File: src/rtl/arb_mux_pkg.sv
// Shared types and helpers for the N-channel arbitrating mux.
// Mode encoding, output-stage state and the pointer increment.
package arb_mux_pkg;

  localparam logic MODE_RR    = 1'b0;
  localparam logic MODE_FIXED = 1'b1;

  typedef enum logic {
    S_EMPTY = 1'b0,
    S_FULL  = 1'b1
  } state_t;

  function automatic int unsigned next_ptr(
    input int unsigned idx,
    input int unsigned m
  );
    return (idx + 1 >= m) ? 0 : idx + 1;
  endfunction

endpackage

File: src/rtl/arb_mux_n_if.sv
// Producer/consumer bundle of the arbitrating mux.
// slave is the mux side, master the environment side.
interface arb_mux_n_if #(
  parameter int n       = 4,
  parameter int address = 3
);
  localparam int m = 2 ** address;

  logic [n-1:0]       data_i [0:m-1];
  logic [m-1:0]       valid_i;
  logic [m-1:0]       ready_o;
  logic               mode_i;
  logic [n-1:0]       data_o;
  logic               valid_o;
  logic               ready_i;
  logic [address-1:0] grant_o;

  modport slave (
    input  data_i, valid_i, mode_i, ready_i,
    output ready_o, data_o, valid_o, grant_o
  );

  modport master (
    output data_i, valid_i, mode_i, ready_i,
    input  ready_o, data_o, valid_o, grant_o
  );

endinterface

File: src/rtl/rr_pick_n.sv
// Combinational picker: first requester scanning up from a start
// index with wrap; fixed mode forces the start to channel 0.
module rr_pick_n
  import arb_mux_pkg::*;
#(
  parameter int address = 3
) (
  input  logic [2**address-1:0] req_i,
  input  logic [address-1:0]    start_i,
  input  logic                  mode_i,
  output logic [address-1:0]    win_o,
  output logic                  any_o
);
  localparam int m = 2 ** address;

  logic [address-1:0] start;
  logic [address-1:0] idx;
  logic               found;

  assign start = (mode_i == MODE_FIXED) ? '0 : start_i;
  assign any_o = |req_i;

  // idx wraps for free because m is a power of two
  always_comb begin
    win_o = '0;
    found = 1'b0;
    idx   = '0;
    for (int i = 0; i < m; i++) begin
      idx = start + address'(i);
      if (!found && req_i[idx]) begin
        win_o = idx;
        found = 1'b1;
      end
    end
  end

endmodule

File: src/rtl/arb_mux_n.sv
// N-channel registered arbitrating mux, round-robin or fixed
// priority, with a single valid/ready output register.
module arb_mux_n
  import arb_mux_pkg::*;
#(
  parameter int n       = 4,
  parameter int address = 3
) (
  input  logic        clk_i,
  input  logic        rst_ni,
  arb_mux_n_if.slave  bus
);
  localparam int m = 2 ** address;

  state_t             state_q, state_d;
  logic [n-1:0]       data_q, data_d;
  logic [address-1:0] grant_q, grant_d;
  logic [address-1:0] ptr_q, ptr_d;

  logic               load;
  logic               any;
  logic               xfer;
  logic [address-1:0] win;

  rr_pick_n #(
    .address (address)
  ) u_pick (
    .req_i   (bus.valid_i),
    .start_i (ptr_q),
    .mode_i  (bus.mode_i),
    .win_o   (win),
    .any_o   (any)
  );

  assign load = (state_q == S_EMPTY) || bus.ready_i;
  assign xfer = load && any;

  always_ff @(posedge clk_i or negedge rst_ni) begin
    if (!rst_ni) begin
      state_q <= S_EMPTY;
    end else begin
      state_q <= state_d;
    end
  end

  always_comb begin
    state_d = state_q;
    unique case (state_q)
      S_EMPTY: if (any) state_d = S_FULL;
      S_FULL:  if (bus.ready_i && !any) state_d = S_EMPTY;
      default: state_d = S_EMPTY;
    endcase
  end

  always_comb begin
    bus.valid_o = (state_q == S_FULL);
    bus.data_o  = data_q;
    bus.grant_o = grant_q;
    bus.ready_o = '0;
    if (xfer && rst_ni) bus.ready_o[win] = 1'b1;
  end

  // ptr moves on every transfer so a later RR switch stays fair
  always_comb begin
    data_d  = data_q;
    grant_d = grant_q;
    ptr_d   = ptr_q;
    if (xfer) begin
      data_d  = bus.data_i[win];
      grant_d = win;
      ptr_d   = address'(next_ptr(int'(win), m));
    end
  end

  always_ff @(posedge clk_i or negedge rst_ni) begin
    if (!rst_ni) begin
      data_q  <= '0;
      grant_q <= '0;
      ptr_q   <= '0;
    end else begin
      data_q  <= data_d;
      grant_q <= grant_d;
      ptr_q   <= ptr_d;
    end
  end

endmodule

File: src/flat_wrapper.sv
// flat-port wrapper written by rule: the top's interface ports become plain ports
module arb_mux_n_flat import arb_mux_pkg::*;
#(
  parameter int n       = 4,
  parameter int address = 3
)
  (clk_i, rst_ni, bus_data_i, bus_valid_i, bus_mode_i, bus_ready_i, bus_ready_o, bus_data_o, bus_valid_o, bus_grant_o);
  arb_mux_n_if #(.n(n), .address(address)) bus_i ();
  input  logic clk_i;
  input  logic rst_ni;
  input wire logic [$bits(bus_i.data_i)-1:0] bus_data_i;
  input wire logic [$bits(bus_i.valid_i)-1:0] bus_valid_i;
  input wire logic [$bits(bus_i.mode_i)-1:0] bus_mode_i;
  input wire logic [$bits(bus_i.ready_i)-1:0] bus_ready_i;
  output wire logic [$bits(bus_i.ready_o)-1:0] bus_ready_o;
  output wire logic [$bits(bus_i.data_o)-1:0] bus_data_o;
  output wire logic [$bits(bus_i.valid_o)-1:0] bus_valid_o;
  output wire logic [$bits(bus_i.grant_o)-1:0] bus_grant_o;
  assign bus_i.data_i = {>>{bus_data_i}};
  assign bus_i.valid_i = bus_valid_i;
  assign bus_i.mode_i = bus_mode_i;
  assign bus_i.ready_i = bus_ready_i;
  assign bus_ready_o = bus_i.ready_o;
  assign bus_data_o = bus_i.data_o;
  assign bus_valid_o = bus_i.valid_o;
  assign bus_grant_o = bus_i.grant_o;
  arb_mux_n #(.n(n), .address(address)) u_core (.clk_i(clk_i), .rst_ni(rst_ni), .bus(bus_i));
endmodule
File: config.mk
export PLATFORM = sky130hd
export DESIGN_NAME = arb_mux_n_flat
export DESIGN_NICKNAME = d
export VERILOG_FILES = /design/src/rtl/arb_mux_pkg.sv /design/src/rtl/arb_mux_n_if.sv /design/src/rtl/rr_pick_n.sv /design/src/rtl/arb_mux_n.sv /design/src/flat_wrapper.sv
export SDC_FILE = /design/constraint.sdc
export NUM_CORES = 1
export LEC_CHECK = 0
export ABC_CLOCK_PERIOD_IN_PS = 7490
export CORE_ASPECT_RATIO = 1.75
export CORE_UTILIZATION = 35
export CTS_BUF_LIST = sky130_fd_sc_hd__clkbuf_2 sky130_fd_sc_hd__clkbuf_4 sky130_fd_sc_hd__clkbuf_8
export CTS_CLUSTER_SIZE = 40
export DETAILED_ROUTE_END_ITERATION = 10
export DONT_BUFFER_PORTS = 1
export SLEW_MARGIN = 20
export SYNTH_ARGS = -nofsm -noshare
export SYNTH_HDL_FRONTEND = slang
export SYNTH_SLANG_ARGS = --single-unit
File: constraint.sdc
create_clock -name clk_i -period 7.49 [get_ports clk_i]
set_input_delay 1.8725 -clock clk_i [delete_from_list [all_inputs] [get_ports clk_i]]
set_output_delay 1.8725 -clock clk_i [all_outputs]
set_load 0.01 [all_outputs]
==> reports/results.tsv <==
metric	value	unit
core box area	5926	um2
IO buf count	0	
CTS tree	built	
Syn-to-layout area delta	-1.046	%
Post-Place Worst Slack	0.7587	ns
Switching Share	54.59	%
crit path buf inv count	2	
Final setup viols	0	
Final Max Tran Viols	0	
placed cell count	329	
DP Area	2086	um2
Design Power	0.9844	mW
Pleak	0.7835	nW
maximum VDD drop	0.2542	mV
status	complete, no violations	
die area	6486	um2
post-synthesis sequential area ratio	12.78	%
Yosys warnings	0	
met1 wire length	2169	um
Synth Flop Type	dfrtp_1	
Avg Cell Area, Syn	7.835	um2
Die W	61.31	um
grt ovf	0	
post-synth top area cell	dfrtp_1	
half-perimeter wire length after placement	5085	um
Met2 Routed Length	3393	um
vias in the first global route	2129	
htree depth	1	
post-CTS setup buffers	0	
WP data arrival	4.97	ns
DR DRC count	0	
Resized cells post-CTS	0	
Top Metal Used	met4	
Worst Tran Pin Value	0.7674	ns
nets	302	
Post-synth EDFFs	0	
# diodes	0	
Slew Limit Headroom	48.84	%
critical path class	in2out	
crit share post-route	91.34	%
Initial Utilization	36.36	%
length of routed met3 wiring	415	um
Async SR Flop Fraction	100.0	%
Final Cell Area	2132	um2
Reg clk slew, reported paths	0.05	ns
crit-path max cell delay	0.51	ns
Clock Sinks	11	
Hold Buf Count CTS	0	
Critical Path End Type	output pin	
max-cap viol count	0	
most common cell in the netlist	nor2_1	
CP Cell Sequence	and2b_4, inv_2, ha_1, xnor2_1, nor3b_2, nor3_1, nor4_2, a2bb2oi_1, o221a_2, inv_1, and3_1, nand2_1, nor2_1	
Worst Setup Slack, final	0.6488	ns
top cell type's share of synthesized area	12.78	%
layout cells sized above 1	12.94	%
First DRT Iteration DRCs	124	
vias per inst	6.535	
largest net degree at the start of global routing	23	
sequential share of power	15.9	%
Min Hold Slack	0.5563	ns
Mapped Cells	275	
Core Rows	37	
global-route wire length before repair	10330	um
CP delay by family, top	simple AND/OR/NAND/NOR gates	
DR pass1 iterations	5	
fin util	35.98	%
flop-to-flop setup slack	3.15	ns
initial antenna violation count	0	
Post-Syn Area	2155	um2
P per Cell Area	461.7	nW/um2
Clk pwr share	5.9	%
worst endpoint required time	5.62	ns
DRT antenna net count	0	
Seq cells post-synth	11	
Gate power share	78.2	%
Internal Power	0.4470	mW
final cell count without fillers	333	
Synth Net Count	321	
Hold WC Path Type	reg2reg	
Synth top cells by count	nor2_1, nand2_1, a21oi_1, mux2i_1	
switching power	0.5374	mW
Worst Path Max Fanout	22	
CP max stage cell	nor3b_2	
setup tns final	0	ns
fmax	0.1462	GHz
CTS max path bufs	2	
WL final	6420	um
IO Pins	60	
library cells used by synthesis	71	
Die H	105.8	um
synth top area cells	dfrtp_1, mux2i_1, a21oi_1	
root buf cell	clkbuf_8	
fill count	649	
final hold vios	0	
fin crit period	6.841	ns
overall routing resource usage	20.78	%
via count	2176	
drt wl/cell	19.28	um
RSZ-0062 raised after global routing	false	
Num CTS Buffers	3	
clk_skew	0.002470	ns
Worst-Skew Late Latency	0.23	ns
crit path launch type	input pin	
RePlAce Congestion	1.010	
==> state kept, by name (all words and copies together) (netlist names) <==
name / count
u_core.bus.data_o: 4
u_core.bus.grant_o: 3
u_core.bus.valid_o: 1
u_core.ptr_q: 3
==> area by class of cell <==
type / instances / area (um2) / area share [%]
inverters: 11 / 43.79 / 2.054
clock inverters: 1 / 5.005 / 0.2347
well taps: 78 / 97.59 / 4.577
multi-input cells: 227 / 1654 / 77.58
repair buffers: 2 / 15.01 / 0.7042
clock buffers: 3 / 41.29 / 1.937
flip-flops and latches: 11 / 275.3 / 12.91
==> kinds of logic (layout without fill, tap and decap cells) <==
family | after synthesis | count (layout) | synth area share (%)
muxes | 20 | 20 | 10.74
adders and majority gates | 2 | 2 | 1.161
xor gates and xnor gates | 3 | 3 | 1.568
buffers and inverters | 37 | 17 | 10.63
AOI/OAI and AO/OA | 111 | 111 | 40.01
DFF | 11 | 11 | 12.78
and+or+nand+nor | 91 | 91 | 23.11
==> layer usage <==
| layer | up-vias | GRT usage, % |
|---|---|---|
| met2 | 127 | 36.02 |
| met3 | 38 | 2.699 |
| li1 | 1015 | - |
| met5 | - | 0 |
| met1 | 996 | 21.14 |
| met4 | 0 | 15.58 |
==> layout by cell type (no fill, tap or decap), types with 3 or more instances in the layout <==
| master | Yosys | routed |
|---|---|---|
| a32oi_1 | 3 | 3 |
| nand2_1 | 23 | 23 |
| o21ai_1 | 4 | 4 |
| and3_1 | 3 | 3 |
| clkbuf_8 | 0 | 3 |
| mux2i_1 | 15 | 15 |
| o211ai_1 | 7 | 7 |
| nand2b_1 | 7 | 7 |
| a221oi_1 | 3 | 3 |
| and3b_1 | 3 | 3 |
| o21ai_0 | 11 | 11 |
| o22ai_1 | 3 | 3 |
| a31oi_1 | 8 | 8 |
| inv_1 | 9 | 9 |
| o21a_1 | 5 | 5 |
| a221o_1 | 8 | 8 |
| nor3_1 | 3 | 3 |
| nor2_1 | 27 | 27 |
| a211o_1 | 5 | 5 |
| nand3_1 | 5 | 5 |
| o32a_1 | 3 | 3 |
| dfrtp_1 | 11 | 11 |
| a21oi_1 | 22 | 21 |
| a2bb2oi_1 | 3 | 3 |
| o32ai_1 | 3 | 3 |
==> worst paths after layout <==
check,start,end,cells past startpoint
max,bus_mode_i,bus_ready_o[5],13
min,u_core.bus.grant_o[1],u_core.bus.grant_o[1],2
max reg2reg,u_core.ptr_q[0],u_core.ptr_q[2],14
min reg2reg,u_core.bus.grant_o[1],u_core.bus.grant_o[1],2
max in group asynchronous,rst_ni,u_core.bus.data_o[0],0
min in group asynchronous,rst_ni,u_core.bus.data_o[2],0
==> worst register-to-register path, cell delays in order, from the launching register on <==
cell       delay, ns
dfrtp_1         0.78
nor2b_4         0.45
inv_4           0.17
ha_1            0.35
xnor2_1         0.20
nor3b_2         0.51
nor3_1          0.17
nor4_2          0.23
a2bb2oi_1       0.23
o221a_2         0.49
inv_1           0.12
ha_1            0.23
nor2_1          0.09
o21ai_0         0.08
a31oi_1         0.17
==> power groups by stage <==
stage               Clock [mW]  Sequential (mW)  Combinational, mW
floorplan                    0            0.111              0.718
global placement             0            0.157              0.755
detailed placement           0            0.157              0.760
CTS                     0.0600            0.157              0.763
global route            0.0641            0.163              0.846
finish                  0.0583            0.157              0.769
Power figures use the tool's default switching activity.
